File: src/rtl/mc_ctrl_pkg.sv
// Shared encodings for the multi-cycle controller and the ALU:
// FSM states, opcode/funct values, ALU operation codes and mux selects.
package mc_ctrl_pkg;

    typedef enum logic [3:0] {
        S_FETCH    = 4'd0,
        S_DECODE   = 4'd1,
        S_EXEC_R   = 4'd2,
        S_EXEC_I   = 4'd3,
        S_ALU_WB   = 4'd4,
        S_MEM_ADDR = 4'd5,
        S_MEM_RD   = 4'd6,
        S_MEM_WB   = 4'd7,
        S_MEM_WR   = 4'd8,
        S_BRANCH   = 4'd9,
        S_JUMP     = 4'd10,
        S_JR       = 4'd11
    } state_t;

    // Opcodes (IR[31:26])
    localparam logic [5:0] OP_RTYPE = 6'b000000;
    localparam logic [5:0] OP_J     = 6'b000010;
    localparam logic [5:0] OP_JAL   = 6'b000011;
    localparam logic [5:0] OP_BEQ   = 6'b000100;
    localparam logic [5:0] OP_BNE   = 6'b000101;
    localparam logic [5:0] OP_BLEZ  = 6'b000110;
    localparam logic [5:0] OP_BGTZ  = 6'b000111;
    localparam logic [5:0] OP_ADDI  = 6'b001000;
    localparam logic [5:0] OP_ADDIU = 6'b001001;
    localparam logic [5:0] OP_ANDI  = 6'b001100;
    localparam logic [5:0] OP_ORI   = 6'b001101;
    localparam logic [5:0] OP_XORI  = 6'b001110;
    localparam logic [5:0] OP_LUI   = 6'b001111;
    localparam logic [5:0] OP_LW    = 6'b100011;
    localparam logic [5:0] OP_SW    = 6'b101011;

    // R-type function codes (IR[5:0])
    localparam logic [5:0] F_SLL  = 6'b000000;
    localparam logic [5:0] F_SRL  = 6'b000010;
    localparam logic [5:0] F_SRA  = 6'b000011;
    localparam logic [5:0] F_SLLV = 6'b000100;
    localparam logic [5:0] F_SRLV = 6'b000110;
    localparam logic [5:0] F_SRAV = 6'b000111;
    localparam logic [5:0] F_JR   = 6'b001000;
    localparam logic [5:0] F_ADD  = 6'b100000;
    localparam logic [5:0] F_ADDU = 6'b100001;
    localparam logic [5:0] F_SUB  = 6'b100010;
    localparam logic [5:0] F_SUBU = 6'b100011;
    localparam logic [5:0] F_AND  = 6'b100100;
    localparam logic [5:0] F_OR   = 6'b100101;
    localparam logic [5:0] F_XOR  = 6'b100110;
    localparam logic [5:0] F_NOR  = 6'b100111;

    // ALU operation codes
    localparam logic [3:0] ALU_ADD  = 4'b0000;
    localparam logic [3:0] ALU_ADDU = 4'b0001;
    localparam logic [3:0] ALU_SUB  = 4'b0010;
    localparam logic [3:0] ALU_SUBU = 4'b0011;
    localparam logic [3:0] ALU_AND  = 4'b0100;
    localparam logic [3:0] ALU_OR   = 4'b0101;
    localparam logic [3:0] ALU_XOR  = 4'b0110;
    localparam logic [3:0] ALU_NOR  = 4'b0111;
    localparam logic [3:0] ALU_LUI  = 4'b1000;
    localparam logic [3:0] ALU_SLL  = 4'b1001;
    localparam logic [3:0] ALU_SRL  = 4'b1010;
    localparam logic [3:0] ALU_SRA  = 4'b1011;
    localparam logic [3:0] ALU_SLLV = 4'b1100;
    localparam logic [3:0] ALU_SRLV = 4'b1101;
    localparam logic [3:0] ALU_SRAV = 4'b1110;

    // Datapath mux selects
    localparam logic [1:0] SRC_A_PC  = 2'b00;
    localparam logic [1:0] SRC_A_RS  = 2'b01;
    localparam logic [1:0] SRC_A_RT  = 2'b10;
    localparam logic [1:0] SRC_B_RT  = 2'b00;
    localparam logic [1:0] SRC_B_4   = 2'b01;
    localparam logic [1:0] SRC_B_IMM = 2'b10;
    localparam logic [1:0] SRC_B_BR  = 2'b11;
    localparam logic [1:0] PC_ALU    = 2'b00;
    localparam logic [1:0] PC_ALUOUT = 2'b01;
    localparam logic [1:0] PC_JUMP   = 2'b10;
    localparam logic [1:0] PC_REG_A  = 2'b11;
    localparam logic [1:0] DST_RT    = 2'b00;
    localparam logic [1:0] DST_RD    = 2'b01;
    localparam logic [1:0] DST_RA    = 2'b10;
    localparam logic [1:0] WB_ALUOUT = 2'b00;
    localparam logic [1:0] WB_MDR    = 2'b01;
    localparam logic [1:0] WB_PC     = 2'b10;

    // R-type funct codes that go through EXEC_R (JR is handled separately)
    function automatic logic funct_is_alu(input logic [5:0] f);
        case (f)
            F_SLL, F_SRL, F_SRA, F_SLLV, F_SRLV, F_SRAV,
            F_ADD, F_ADDU, F_SUB, F_SUBU, F_AND, F_OR, F_XOR, F_NOR: return 1'b1;
            default: return 1'b0;
        endcase
    endfunction

    // Shifts by shamt take rt as A and the immediate field as B
    function automatic logic funct_is_shamt(input logic [5:0] f);
        return (f == F_SLL) || (f == F_SRL) || (f == F_SRA);
    endfunction

endpackage

File: src/rtl/mc_ctrl_if.sv
// Controller <-> datapath bundle. There is no valid/ready handshake here:
// the datapath presents op/funct/zero continuously and the controller
// answers combinationally every cycle; master is the controller side.
interface mc_ctrl_if;
    logic [5:0] op;
    logic [5:0] funct;
    logic [2:0] zero;
    logic [3:0] alu_ctr;
    logic [1:0] alu_src_a;
    logic [1:0] alu_src_b;
    logic       ext_op;
    logic       pc_write;
    logic       ir_write;
    logic       reg_write;
    logic       mem_write;
    logic [1:0] pc_src;
    logic [1:0] reg_dst;
    logic [1:0] mem_to_reg;
    logic       illegal;
    logic [3:0] state;

    modport master (
        input  op, funct, zero,
        output alu_ctr, alu_src_a, alu_src_b, ext_op,
        output pc_write, ir_write, reg_write, mem_write,
        output pc_src, reg_dst, mem_to_reg, illegal, state
    );

    modport slave (
        output op, funct, zero,
        input  alu_ctr, alu_src_a, alu_src_b, ext_op,
        input  pc_write, ir_write, reg_write, mem_write,
        input  pc_src, reg_dst, mem_to_reg, illegal, state
    );
endinterface

File: src/rtl/mc_ctrl_alu_dec.sv
// ALU decoder: per-state ALU operation, operand selects and immediate
// extension mode. Purely combinational; the FSM lives in mc_ctrl.
module alu_dec
    import mc_ctrl_pkg::*;
(
    input  state_t     state,
    input  logic [5:0] op,
    input  logic [5:0] funct,
    output logic [3:0] alu_ctr,
    output logic [1:0] alu_src_a,
    output logic [1:0] alu_src_b,
    output logic       ext_op
);

    function automatic logic [3:0] r_alu(input logic [5:0] f);
        case (f)
            F_ADD:   return ALU_ADD;
            F_ADDU:  return ALU_ADDU;
            F_SUB:   return ALU_SUB;
            F_SUBU:  return ALU_SUBU;
            F_AND:   return ALU_AND;
            F_OR:    return ALU_OR;
            F_XOR:   return ALU_XOR;
            F_NOR:   return ALU_NOR;
            F_SLL:   return ALU_SLL;
            F_SRL:   return ALU_SRL;
            F_SRA:   return ALU_SRA;
            F_SLLV:  return ALU_SLLV;
            F_SRLV:  return ALU_SRLV;
            F_SRAV:  return ALU_SRAV;
            default: return ALU_ADD;
        endcase
    endfunction

    // Select ALU function and operands for the current state
    always_comb begin
        alu_ctr   = ALU_ADD;
        alu_src_a = SRC_A_PC;
        alu_src_b = SRC_B_RT;
        ext_op    = 1'b0;
        case (state)
            S_FETCH: begin
                alu_src_b = SRC_B_4;
            end
            S_DECODE: begin
                // branch target PC+4+(simm<<2) parked in ALUOut
                alu_src_b = SRC_B_BR;
                ext_op    = 1'b1;
            end
            S_EXEC_R: begin
                alu_ctr = r_alu(funct);
                if (funct_is_shamt(funct)) begin
                    alu_src_a = SRC_A_RT;
                    alu_src_b = SRC_B_IMM;
                    ext_op    = 1'b1;
                end else begin
                    alu_src_a = SRC_A_RS;
                    alu_src_b = SRC_B_RT;
                end
            end
            S_EXEC_I: begin
                alu_src_a = SRC_A_RS;
                alu_src_b = SRC_B_IMM;
                case (op)
                    OP_ADDI:  begin alu_ctr = ALU_ADD;  ext_op = 1'b1; end
                    OP_ADDIU: begin alu_ctr = ALU_ADDU; ext_op = 1'b1; end
                    OP_ANDI:  alu_ctr = ALU_AND;
                    OP_ORI:   alu_ctr = ALU_OR;
                    OP_XORI:  alu_ctr = ALU_XOR;
                    OP_LUI:   alu_ctr = ALU_LUI;
                    default:  alu_ctr = ALU_ADD;
                endcase
            end
            S_MEM_ADDR: begin
                alu_src_a = SRC_A_RS;
                alu_src_b = SRC_B_IMM;
                ext_op    = 1'b1;
            end
            S_BRANCH: begin
                alu_ctr   = ALU_SUB;
                alu_src_a = SRC_A_RS;
                alu_src_b = SRC_B_RT;
            end
            default: ;
        endcase
    end

endmodule

File: src/rtl/mc_ctrl.sv
// Multi-cycle MIPS-subset controller: state register, next-state logic and
// write strobes. ALU-side controls come from alu_dec. All outputs are
// forced to zero while rst_n is low.
module mc_ctrl
    import mc_ctrl_pkg::*;
(
    input  logic        clk,
    input  logic        rst_n,
    mc_ctrl_if.master   bus
);

    state_t     state_q;
    state_t     state_d;

    logic [3:0] dec_alu_ctr;
    logic [1:0] dec_src_a;
    logic [1:0] dec_src_b;
    logic       dec_ext_op;

    logic       pc_write;
    logic       ir_write;
    logic       reg_write;
    logic       mem_write;
    logic [1:0] pc_src;
    logic [1:0] reg_dst;
    logic [1:0] mem_to_reg;
    logic       illegal;

    alu_dec u_alu_dec (
        .state     (state_q),
        .op        (bus.op),
        .funct     (bus.funct),
        .alu_ctr   (dec_alu_ctr),
        .alu_src_a (dec_src_a),
        .alu_src_b (dec_src_b),
        .ext_op    (dec_ext_op)
    );

    // State register with synchronous active-low reset
    always_ff @(posedge clk) begin
        if (!rst_n) begin
            state_q <= S_FETCH;
        end else begin
            state_q <= state_d;
        end
    end

    // Next state and write strobes
    always_comb begin
        state_d    = state_q;
        pc_write   = 1'b0;
        ir_write   = 1'b0;
        reg_write  = 1'b0;
        mem_write  = 1'b0;
        pc_src     = PC_ALU;
        reg_dst    = DST_RT;
        mem_to_reg = WB_ALUOUT;
        illegal    = 1'b0;
        case (state_q)
            S_FETCH: begin
                ir_write = 1'b1;
                pc_write = 1'b1;
                state_d  = S_DECODE;
            end
            S_DECODE: begin
                state_d = S_FETCH;
                case (bus.op)
                    OP_RTYPE: begin
                        if (bus.funct == F_JR) begin
                            state_d = S_JR;
                        end else if (funct_is_alu(bus.funct)) begin
                            state_d = S_EXEC_R;
                        end else begin
                            illegal = 1'b1;
                        end
                    end
                    OP_ADDI, OP_ADDIU, OP_ANDI, OP_ORI, OP_XORI, OP_LUI:
                        state_d = S_EXEC_I;
                    OP_LW, OP_SW:
                        state_d = S_MEM_ADDR;
                    OP_BEQ, OP_BNE, OP_BLEZ, OP_BGTZ:
                        state_d = S_BRANCH;
                    OP_J, OP_JAL:
                        state_d = S_JUMP;
                    default:
                        illegal = 1'b1;
                endcase
            end
            S_EXEC_R, S_EXEC_I: begin
                state_d = S_ALU_WB;
            end
            S_ALU_WB: begin
                reg_write = 1'b1;
                reg_dst   = (bus.op == OP_RTYPE) ? DST_RD : DST_RT;
                state_d   = S_FETCH;
            end
            S_MEM_ADDR: begin
                state_d = (bus.op == OP_SW) ? S_MEM_WR : S_MEM_RD;
            end
            S_MEM_RD: begin
                state_d = S_MEM_WB;
            end
            S_MEM_WB: begin
                reg_write  = 1'b1;
                mem_to_reg = WB_MDR;
                state_d    = S_FETCH;
            end
            S_MEM_WR: begin
                mem_write = 1'b1;
                state_d   = S_FETCH;
            end
            S_BRANCH: begin
                pc_src = PC_ALUOUT;
                case (bus.op)
                    OP_BEQ:  pc_write = bus.zero[0];
                    OP_BNE:  pc_write = ~bus.zero[0];
                    OP_BLEZ: pc_write = bus.zero[0] | bus.zero[2];
                    OP_BGTZ: pc_write = bus.zero[1];
                    default: pc_write = 1'b0;
                endcase
                state_d = S_FETCH;
            end
            S_JUMP: begin
                pc_write = 1'b1;
                pc_src   = PC_JUMP;
                if (bus.op == OP_JAL) begin
                    reg_write  = 1'b1;
                    reg_dst    = DST_RA;
                    mem_to_reg = WB_PC;
                end
                state_d = S_FETCH;
            end
            S_JR: begin
                pc_write = 1'b1;
                pc_src   = PC_REG_A;
                state_d  = S_FETCH;
            end
            default: begin
                state_d = S_FETCH;
            end
        endcase
    end

    // Drive the bus; everything reads as zero while reset is held
    always_comb begin
        bus.alu_ctr    = rst_n ? dec_alu_ctr : 4'd0;
        bus.alu_src_a  = rst_n ? dec_src_a   : 2'd0;
        bus.alu_src_b  = rst_n ? dec_src_b   : 2'd0;
        bus.ext_op     = rst_n & dec_ext_op;
        bus.pc_write   = rst_n & pc_write;
        bus.ir_write   = rst_n & ir_write;
        bus.reg_write  = rst_n & reg_write;
        bus.mem_write  = rst_n & mem_write;
        bus.pc_src     = rst_n ? pc_src      : 2'd0;
        bus.reg_dst    = rst_n ? reg_dst     : 2'd0;
        bus.mem_to_reg = rst_n ? mem_to_reg  : 2'd0;
        bus.illegal    = rst_n & illegal;
        bus.state      = rst_n ? state_q     : 4'd0;
    end

endmodule

File: src/flat_wrapper.sv
// flat-port wrapper written by rule: the top's interface ports become plain ports
module mc_ctrl_flat import mc_ctrl_pkg::*;
  (clk, rst_n, bus_op, bus_funct, bus_zero, bus_alu_ctr, bus_alu_src_a, bus_alu_src_b, bus_ext_op, bus_pc_write, bus_ir_write, bus_reg_write, bus_mem_write, bus_pc_src, bus_reg_dst, bus_mem_to_reg, bus_illegal, bus_state);
  mc_ctrl_if bus_i ();
  input  logic clk;
  input  logic rst_n;
  input wire logic [$bits(bus_i.op)-1:0] bus_op;
  input wire logic [$bits(bus_i.funct)-1:0] bus_funct;
  input wire logic [$bits(bus_i.zero)-1:0] bus_zero;
  output wire logic [$bits(bus_i.alu_ctr)-1:0] bus_alu_ctr;
  output wire logic [$bits(bus_i.alu_src_a)-1:0] bus_alu_src_a;
  output wire logic [$bits(bus_i.alu_src_b)-1:0] bus_alu_src_b;
  output wire logic [$bits(bus_i.ext_op)-1:0] bus_ext_op;
  output wire logic [$bits(bus_i.pc_write)-1:0] bus_pc_write;
  output wire logic [$bits(bus_i.ir_write)-1:0] bus_ir_write;
  output wire logic [$bits(bus_i.reg_write)-1:0] bus_reg_write;
  output wire logic [$bits(bus_i.mem_write)-1:0] bus_mem_write;
  output wire logic [$bits(bus_i.pc_src)-1:0] bus_pc_src;
  output wire logic [$bits(bus_i.reg_dst)-1:0] bus_reg_dst;
  output wire logic [$bits(bus_i.mem_to_reg)-1:0] bus_mem_to_reg;
  output wire logic [$bits(bus_i.illegal)-1:0] bus_illegal;
  output wire logic [$bits(bus_i.state)-1:0] bus_state;
  assign bus_i.op = bus_op;
  assign bus_i.funct = bus_funct;
  assign bus_i.zero = bus_zero;
  assign bus_alu_ctr = bus_i.alu_ctr;
  assign bus_alu_src_a = bus_i.alu_src_a;
  assign bus_alu_src_b = bus_i.alu_src_b;
  assign bus_ext_op = bus_i.ext_op;
  assign bus_pc_write = bus_i.pc_write;
  assign bus_ir_write = bus_i.ir_write;
  assign bus_reg_write = bus_i.reg_write;
  assign bus_mem_write = bus_i.mem_write;
  assign bus_pc_src = bus_i.pc_src;
  assign bus_reg_dst = bus_i.reg_dst;
  assign bus_mem_to_reg = bus_i.mem_to_reg;
  assign bus_illegal = bus_i.illegal;
  assign bus_state = bus_i.state;
  mc_ctrl u_core (.clk(clk), .rst_n(rst_n), .bus(bus_i));
endmodule
File: config.mk
export PLATFORM = sky130hd
export DESIGN_NAME = mc_ctrl_flat
export DESIGN_NICKNAME = d
export VERILOG_FILES = /design/src/rtl/mc_ctrl_pkg.sv /design/src/rtl/mc_ctrl_if.sv /design/src/rtl/mc_ctrl_alu_dec.sv /design/src/rtl/mc_ctrl.sv /design/src/flat_wrapper.sv
export SDC_FILE = /design/constraint.sdc
export NUM_CORES = 1
export LEC_CHECK = 0
export ABC_AREA = 1
export CAP_MARGIN = 20
export CORE_UTILIZATION = 41
export DETAILED_ROUTE_END_ITERATION = 16
export PLACE_DENSITY_LB_ADDON = 0.05
export SLEW_MARGIN = 20
export SYNTH_ARGS = -nofsm -noshare
export SYNTH_HDL_FRONTEND = slang
export SYNTH_SLANG_ARGS = --single-unit
File: constraint.sdc
create_clock -name clk -period 3.1 [get_ports clk]
set_input_delay 0.62 -clock clk [delete_from_list [all_inputs] [get_ports clk]]
set_output_delay 0.62 -clock clk [all_outputs]
set_load 0.02 [all_outputs]
==> out/qor.txt, run 1 <==
Largest register FFs: 4
Top Usage Layer GRT: met2
Clock transition at path regs: 0.04 ns
Synth area leader: nand2_1
TritonCTS buffer count: 3
Area share of xor/xnor cells in the synthesized design: 0
Fillers: 211
Final min period: 3.02 ns
Post-synthesis sequential area ratio: 0.0870
Root Buffer: clkbuf_4
Syn Area/Cell: 5.17 sq um
I/O pins: 41
Die W: 49.4 um
Largest net degree at the start of global routing: 13
Vias in the first global route: 1,187
Hold slack final: 0.792 ns
Post-DP HPWL: 2500 um
Mux share of post-synthesis cell area: 0
Routed wire length: 3040 um
Synth Area in Compound Gates: 0.120
Worst-margin pin slew: 0.394 ns
Clk_lat worst skew: 0.23 ns
Synth warn: 0
CP Data Arrival Time: 2.40 ns
Simple-gate portion of the synthesized area: 0.575
I/O Buffers: 40
Ant diodes: 0
Cell Area, Synth: 921 sq um
Antenna violations before repair: 0
Cell chain of the critical path: clkdlybuf4s50_1, nor2_2, nand3_2, nor4_1, clkdlybuf4s50_1
First-pass GRT wire length: 4890 um
Most flops, register: u_core.state_q
All-layer global routing usage: 0.250
Fin Setup TNS: 0 ns
Max-slew violation count: 0
GRT Residual Overflow: 0
Max-cap check violation count: 0
Placed Area: 1370 sq um
WP buf/inv: 2
Cell count after synthesis: 178
Top flop regs: u_core.state_q x4
Most used cell, CP: clkdlybuf4s50_1
Crit Path Category: in2out
EDFF count, synth: 0
Ranking of synthesized cells by area: nand2_1 (20%), inv_1 (11%), nor2_1 (9.4%), nand3_1 (9.2%), dfxtp_1 (8.7%)
H-Tree Depth: 1
Met1 Use GR: 0.303
Layout area overhead: 55.0%
Vias per cell: 5.09
Crit-path max cell delay: 0.67 ns
Full die area: 2440 sq um
DR DRC count: 0
Post-synth top cells: nand2_1 (50), inv_1 (28), nor2_1 (23)
Met3 usage: 0.0187
Layout cell share with drive strength beyond 1: 0.137
DP Worst Slack: -0.103 ns
Worst Clk Skew: 0.00509 ns
RSZ-0062 raised after global routing: no
Initial Util: 0.451
Detailed Routing Iterations Pass 1: 4
Final-report setup violation count: 0
Final Hold Fails: 0
Worst Path Required: 2.48 ns
Share of the synthesized area in the top cell type: 0.204
Met2 Usage GRT: 0.473
Worst-path fanout max: 6
Detailed-route wire length per cell: 12.0 um
Fin nets: 249
CTS Buffer Depth: 2
Max Fclk: 0.332 GHz
Count leader, synth: nand2_1
Largest family of logic cells by synthesized area: simple AND/OR/NAND/NOR gates
Static Leak: 0.828 nW
FF+latch count, synth: 4
Post-route ant nets: 0
Synth cell types: 31
Detailed Route Iter0 Violations: 42
Final Cycle Share: 0.973
CP top delay family: buffers and inverters
Synth Net Count: 199
CP Launch Type: input port
Via count: 1,287
Peak VDD IR: 0.000250 V
Design area: 1430 sq um
GP Congestion: 0.866
HP Class: reg2reg
Outcome: finished, final reports clean
CTS tree: built
Dominant synthesized flop cell: dfxtp_1
Core area: 2040 sq um
CP max-delay cell: clkdlybuf4s50_1
Die H: 49.4 um
Post-Synth Adder-Cell Area: 0.0543
Ys async rst share: 0
Row count: 16
Critical path capture point type: primary output
PD cells: 174 nW/um^2
Slew headroom: 0.737
Clock sink total: 4
Final core utilization: 0.699
Final worst-path setup slack: 0.0847 ns
==> where the power goes <==
group	switching [mW]	internal, mW	leakage [nW]
sequential	0.00374	0.0539	0.0326
combinational	0.0729	0.0555	0.782
clock	0.0186	0.0431	0.0138
==> cell families (layout without fill, tap and decap cells) <==
kind of cell | count (synthesis) | count (layout)
compound gates | 19 | 19
buf+inv | 38 | 86
flops | 4 | 4
fa+ha+maj | 4 | 4
simple gates | 113 | 113
==> per-stage QoR <==
| step | power [mW] | cells |
|---|---|---|
| after floorplan | 0.125 | 178 |
| after global placement | 0.181 | 247 |
| after detailed placement | 0.184 | 247 |
| after CTS | 0.246 | 250 |
| after global routing | 0.265 | 253 |
| final | 0.248 | 253 |
==> placed cells by master, fill, tap and decap left out, drive strengths merged, types with 2 or more instances in the layout <==
cell type,netlist,routed
a21boi,2,2
a21oi,8,8
buf,2,8
clkbuf,1,3
clkdlybuf4s50,0,31
dfxtp,4,4
dlygate4sd2,0,4
dlymetal6s2s,0,5
ha,4,4
inv,35,35
nand2,53,53
nand3,18,18
nand4,3,3
nor2,29,29
nor3,3,3
nor4,3,3
o21ai,5,5
or2,3,3
==> layer usage <==
layer	share of wire	routed length, um
met5	0	0
met4	0.0046	14
met3	0.047	144
met2	0.51	1540
met1	0.44	1340
==> final cells by class <==
class | count | area, sq um | area share
Multi-Input combinational cell | 136 | 692 | 0.485
Timing Repair Buffer | 48 | 468 | 0.328
Inverter | 35 | 131 | 0.0920
Sequential cell | 4 | 80.1 | 0.0561
Tap cell | 27 | 33.8 | 0.0237
Clock buffer | 3 | 22.5 | 0.0158
==> tightest hold or removal path: stages (launching register included) <==
cell and delay (ns):
dfxtp_1 0.36, nor2_2 0.09, nand2_1 0.11, o21bai_1 0.12, a21oi_1 0.06
==> path summary, 6_finish.rpt <==
check,depth (start not counted),startpoint,slack [ns],to
worst max-delay path,5,bus_op[3],0.08,bus_mem_to_reg[1]
worst max register to register,5,u_core.state_q[1],1.79,u_core.state_q[3]
worst min register to register,4,u_core.state_q[3],0.79,u_core.state_q[0]
worst min-delay path,4,u_core.state_q[3],0.79,u_core.state_q[0]
==> timing repair <==
item                                    4_1_cts  5_1_grt
pin swaps                                     0        1
gates resized for setup                       4        6
hold buffers                                  0        0
endpoints found under the setup margin        4        6
setup buffers                                 0        3
(Power assumes the default switching activity.)
==> run 2, diff against run 1 <==
--- a/config.mk
+++ b/config.mk
@@ -7,7 +7,9 @@
 export LEC_CHECK = 0
 export ABC_AREA = 1
 export CAP_MARGIN = 20
-export CORE_UTILIZATION = 41
+export CELL_PAD_IN_SITES_DETAIL_PLACEMENT = 0
+export CELL_PAD_IN_SITES_GLOBAL_PLACEMENT = 1
+export CORE_UTILIZATION = 28
 export DETAILED_ROUTE_END_ITERATION = 16
 export PLACE_DENSITY_LB_ADDON = 0.05
 export SLEW_MARGIN = 20
==> run 2 against run 1 <==
  * Largest power group unchanged
  * Critical path depth is 1 higher
  * Sequential power hardly changed
  * Power grew 1.3%
  * Fmax up 1.4%
  * Sequential cell count unchanged
  * Critical path type unchanged
  * Largest cell class unchanged
  * Global-route usage fell by 7.6 points
==> out/qor.txt, run 2 (synthesis results as in run 1) <==
Outcome: finished, final reports clean
Die H: 59.4 um (+20%)
Row count: 20 (+4)
Placed Area: 1410 sq um (+2.6%)
GRT Residual Overflow: 0 (unchanged)
Commonest non-fill, non-tap cell in the layout: nand2_1
Hold slack final: 0.784 ns (-0.00748 ns)
Hold endpoint: u_core.state_q[0]
Routed wire length: 3040 um (about the same)
Worst-path fanout max: 5 (-1)
Worst Path Required: 2.48 ns (about the same)
All-layer global routing usage: 0.174 (-0.0761)
H-Tree Depth: 1 (unchanged)
TritonCTS buffer count: 3 (unchanged)
Final-report setup violation count: 0 (unchanged)
CTS Buffer Depth: 2 (unchanged)
Max-slew violation count: 0 (unchanged)
Most frequent cells in the layout: nand2_1 (50), inv_1 (28), clkdlybuf4s50_1 (28), nor2_1 (22), nand3_1 (17)
Part of the power in registers: 0.229 (-0.004)
Sw frac: 0.382 (-0.00291)
Vias per cell: 4.59 (-9.8%)
Cell internal pwr: 0.155 mW (+1.8%)
Via count: 1,252 (-2.7%)
DR DRC count: 0 (unchanged)
Worst reg2reg path depth: 5 (unchanged)
Reg-to-reg startpoint: u_core.state_q[1]
FF-to-FF End: u_core.state_q[3]
Combinational power share: 0.518 (about the same)
Fin nets: 252 (+1.2%)
Vias in the first global route: 1,108 (-6.7%)
Critical path capture point type: primary output
First-pass GRT wire length: 4840 um (-1.0%)
Largest register FFs: 4 (unchanged)
Layout cell share with drive strength beyond 1: 0.148 (+0.0113)
Detailed-route wire length per cell: 11.1 um (-7.4%)
I/O pins: 41 (unchanged)
Top flop regs: u_core.state_q x4
Max-cap check violation count: 0 (unchanged)
Clk_lat worst skew: 0.23 ns (about the same)
Detailed Route Iter0 Violations: 49 (+17%)
Worst Clk Skew: 0.00276 ns (-0.00233 ns)
Post-route ant nets: 0 (unchanged)
Layout area overhead: 61.4%
Post-DP HPWL: 2490 um (-0.60%)
Die W: 59.4 um (+20%)
Hold-fix buffers, CTS: 0 (unchanged)
Fin Setup TNS: 0 ns (unchanged)
CP Launch Type: input port
Crit Path Category: in2out
Peak VDD IR: 0.000186 V (-25%)
WHS Path Cells: 6 (+2)
Worst-margin pin slew: 0.403 ns (+0.00842 ns)
Clk pwr share: 0.253 (+0.004)
Largest net degree at the start of global routing: 11 (-2)
Root Buffer: clkbuf_4
Antenna violations before repair: 0 (unchanged)
Final Cycle Share: 0.959 (-0.0133)
Static Leak: 0.914 nW (+10%)
Most flops, register: u_core.state_q
PD cells: 169 nW/um^2 (-2.7%)
Final min period: 2.97 ns (-0.0413 ns)
Slew headroom: 0.731 (-0.00562)
CTS tree: built
Final Hold Fails: 0 (unchanged)
Clock transition at path regs: 0.04 ns (about the same)
CP Data Arrival Time: 2.35 ns (-0.05 ns)
Design area: 1490 sq um (+4.1%)
GP Congestion: 0.867 (+0.12%)
Initial Util: 0.299 (-0.152)
Core area: 3080 sq um (+51%)
Detailed Routing Iterations Pass 1: 4 (unchanged)
Final core utilization: 0.483 (-0.216)
Max Fclk: 0.336 GHz (+1.4%)
HP Class: reg2reg
Clock sink total: 4 (unchanged)
Ant diodes: 0 (unchanged)
Hold Crit Start: u_core.state_q[2]
Full die area: 3520 sq um (+44%)
Total power: 0.251 mW (+1.3%)
I/O Buffers: 40 (unchanged)
RSZ-0062 raised after global routing: no
NetSw: 0.0959 mW (+0.57%)
R2r setup slk: 1.77 ns (-0.02 ns)
## run 2: worst max-delay path by stage
stage                              to  slack [ns]  cells after the start    startpoint
floorplan           bus_mem_to_reg[1]        0.92                      3     bus_op[4]
global placement     bus_alu_src_a[0]       -0.03                      9  bus_funct[0]
detailed placement   bus_alu_src_a[0]       -0.06                      9  bus_funct[0]
CTS                    bus_alu_ctr[2]      0.0005                      9  bus_funct[1]
global route           bus_reg_dst[0]        0.06                      6     bus_op[4]
finish                 bus_reg_dst[0]        0.13                      6     bus_op[4]
## run 2: layout make-up
type / count / area [sq um]
multi-input cells: 136 / 692
well taps: 44 / 55.1
inverters: 35 / 131
flip-flops and latches: 4 / 80.1
clock buffers: 3 / 22.5
fillers: 349 / 1590
repair buffers: 51 / 505
## run 2: metrics by stage
stage	instances	setup slack, ns
floorplan	178	0.924
global placement	266	-0.0345
detailed placement	266	-0.0593
global route	273	0.0585
finish	273	0.126
CTS	269	0.000517
## run 2: worst max-delay path, cell delays in order
cell	delay [ns]
clkdlybuf4s50_1	0.48
nor2_4	0.17
buf_4	0.15
nand3_1	0.09
nor3_1	0.20
clkdlybuf4s50_1	0.64
## run 2: repair_timing
action                     in CTS  in global routing
resized for setup               2                 11
setup endpoints to repair       2                 10
buffers inserted                0                  4
pin swaps                       0                  1
## run 2: metal layers
metal,routed length (um),vias to the layer above,GRT usage,share of wire
li1,-,666,-,-
met5,0,-,0,0
met4,8,0,0.0204,0.0026
met3,154,2,0.00873,0.051
met2,1410,35,0.294,0.46
met1,1470,549,0.249,0.48
## run 2: power by group through the flow
stage / combinational, mW / clock, mW / sequential, mW
floorplan: 0.0683 / 0 / 0.0569
global placement: 0.127 / 0 / 0.0585
detailed placement: 0.127 / 0 / 0.0583
CTS: 0.127 / 0.0644 / 0.0575
global route: 0.145 / 0.0640 / 0.0580
finish: 0.130 / 0.0634 / 0.0576
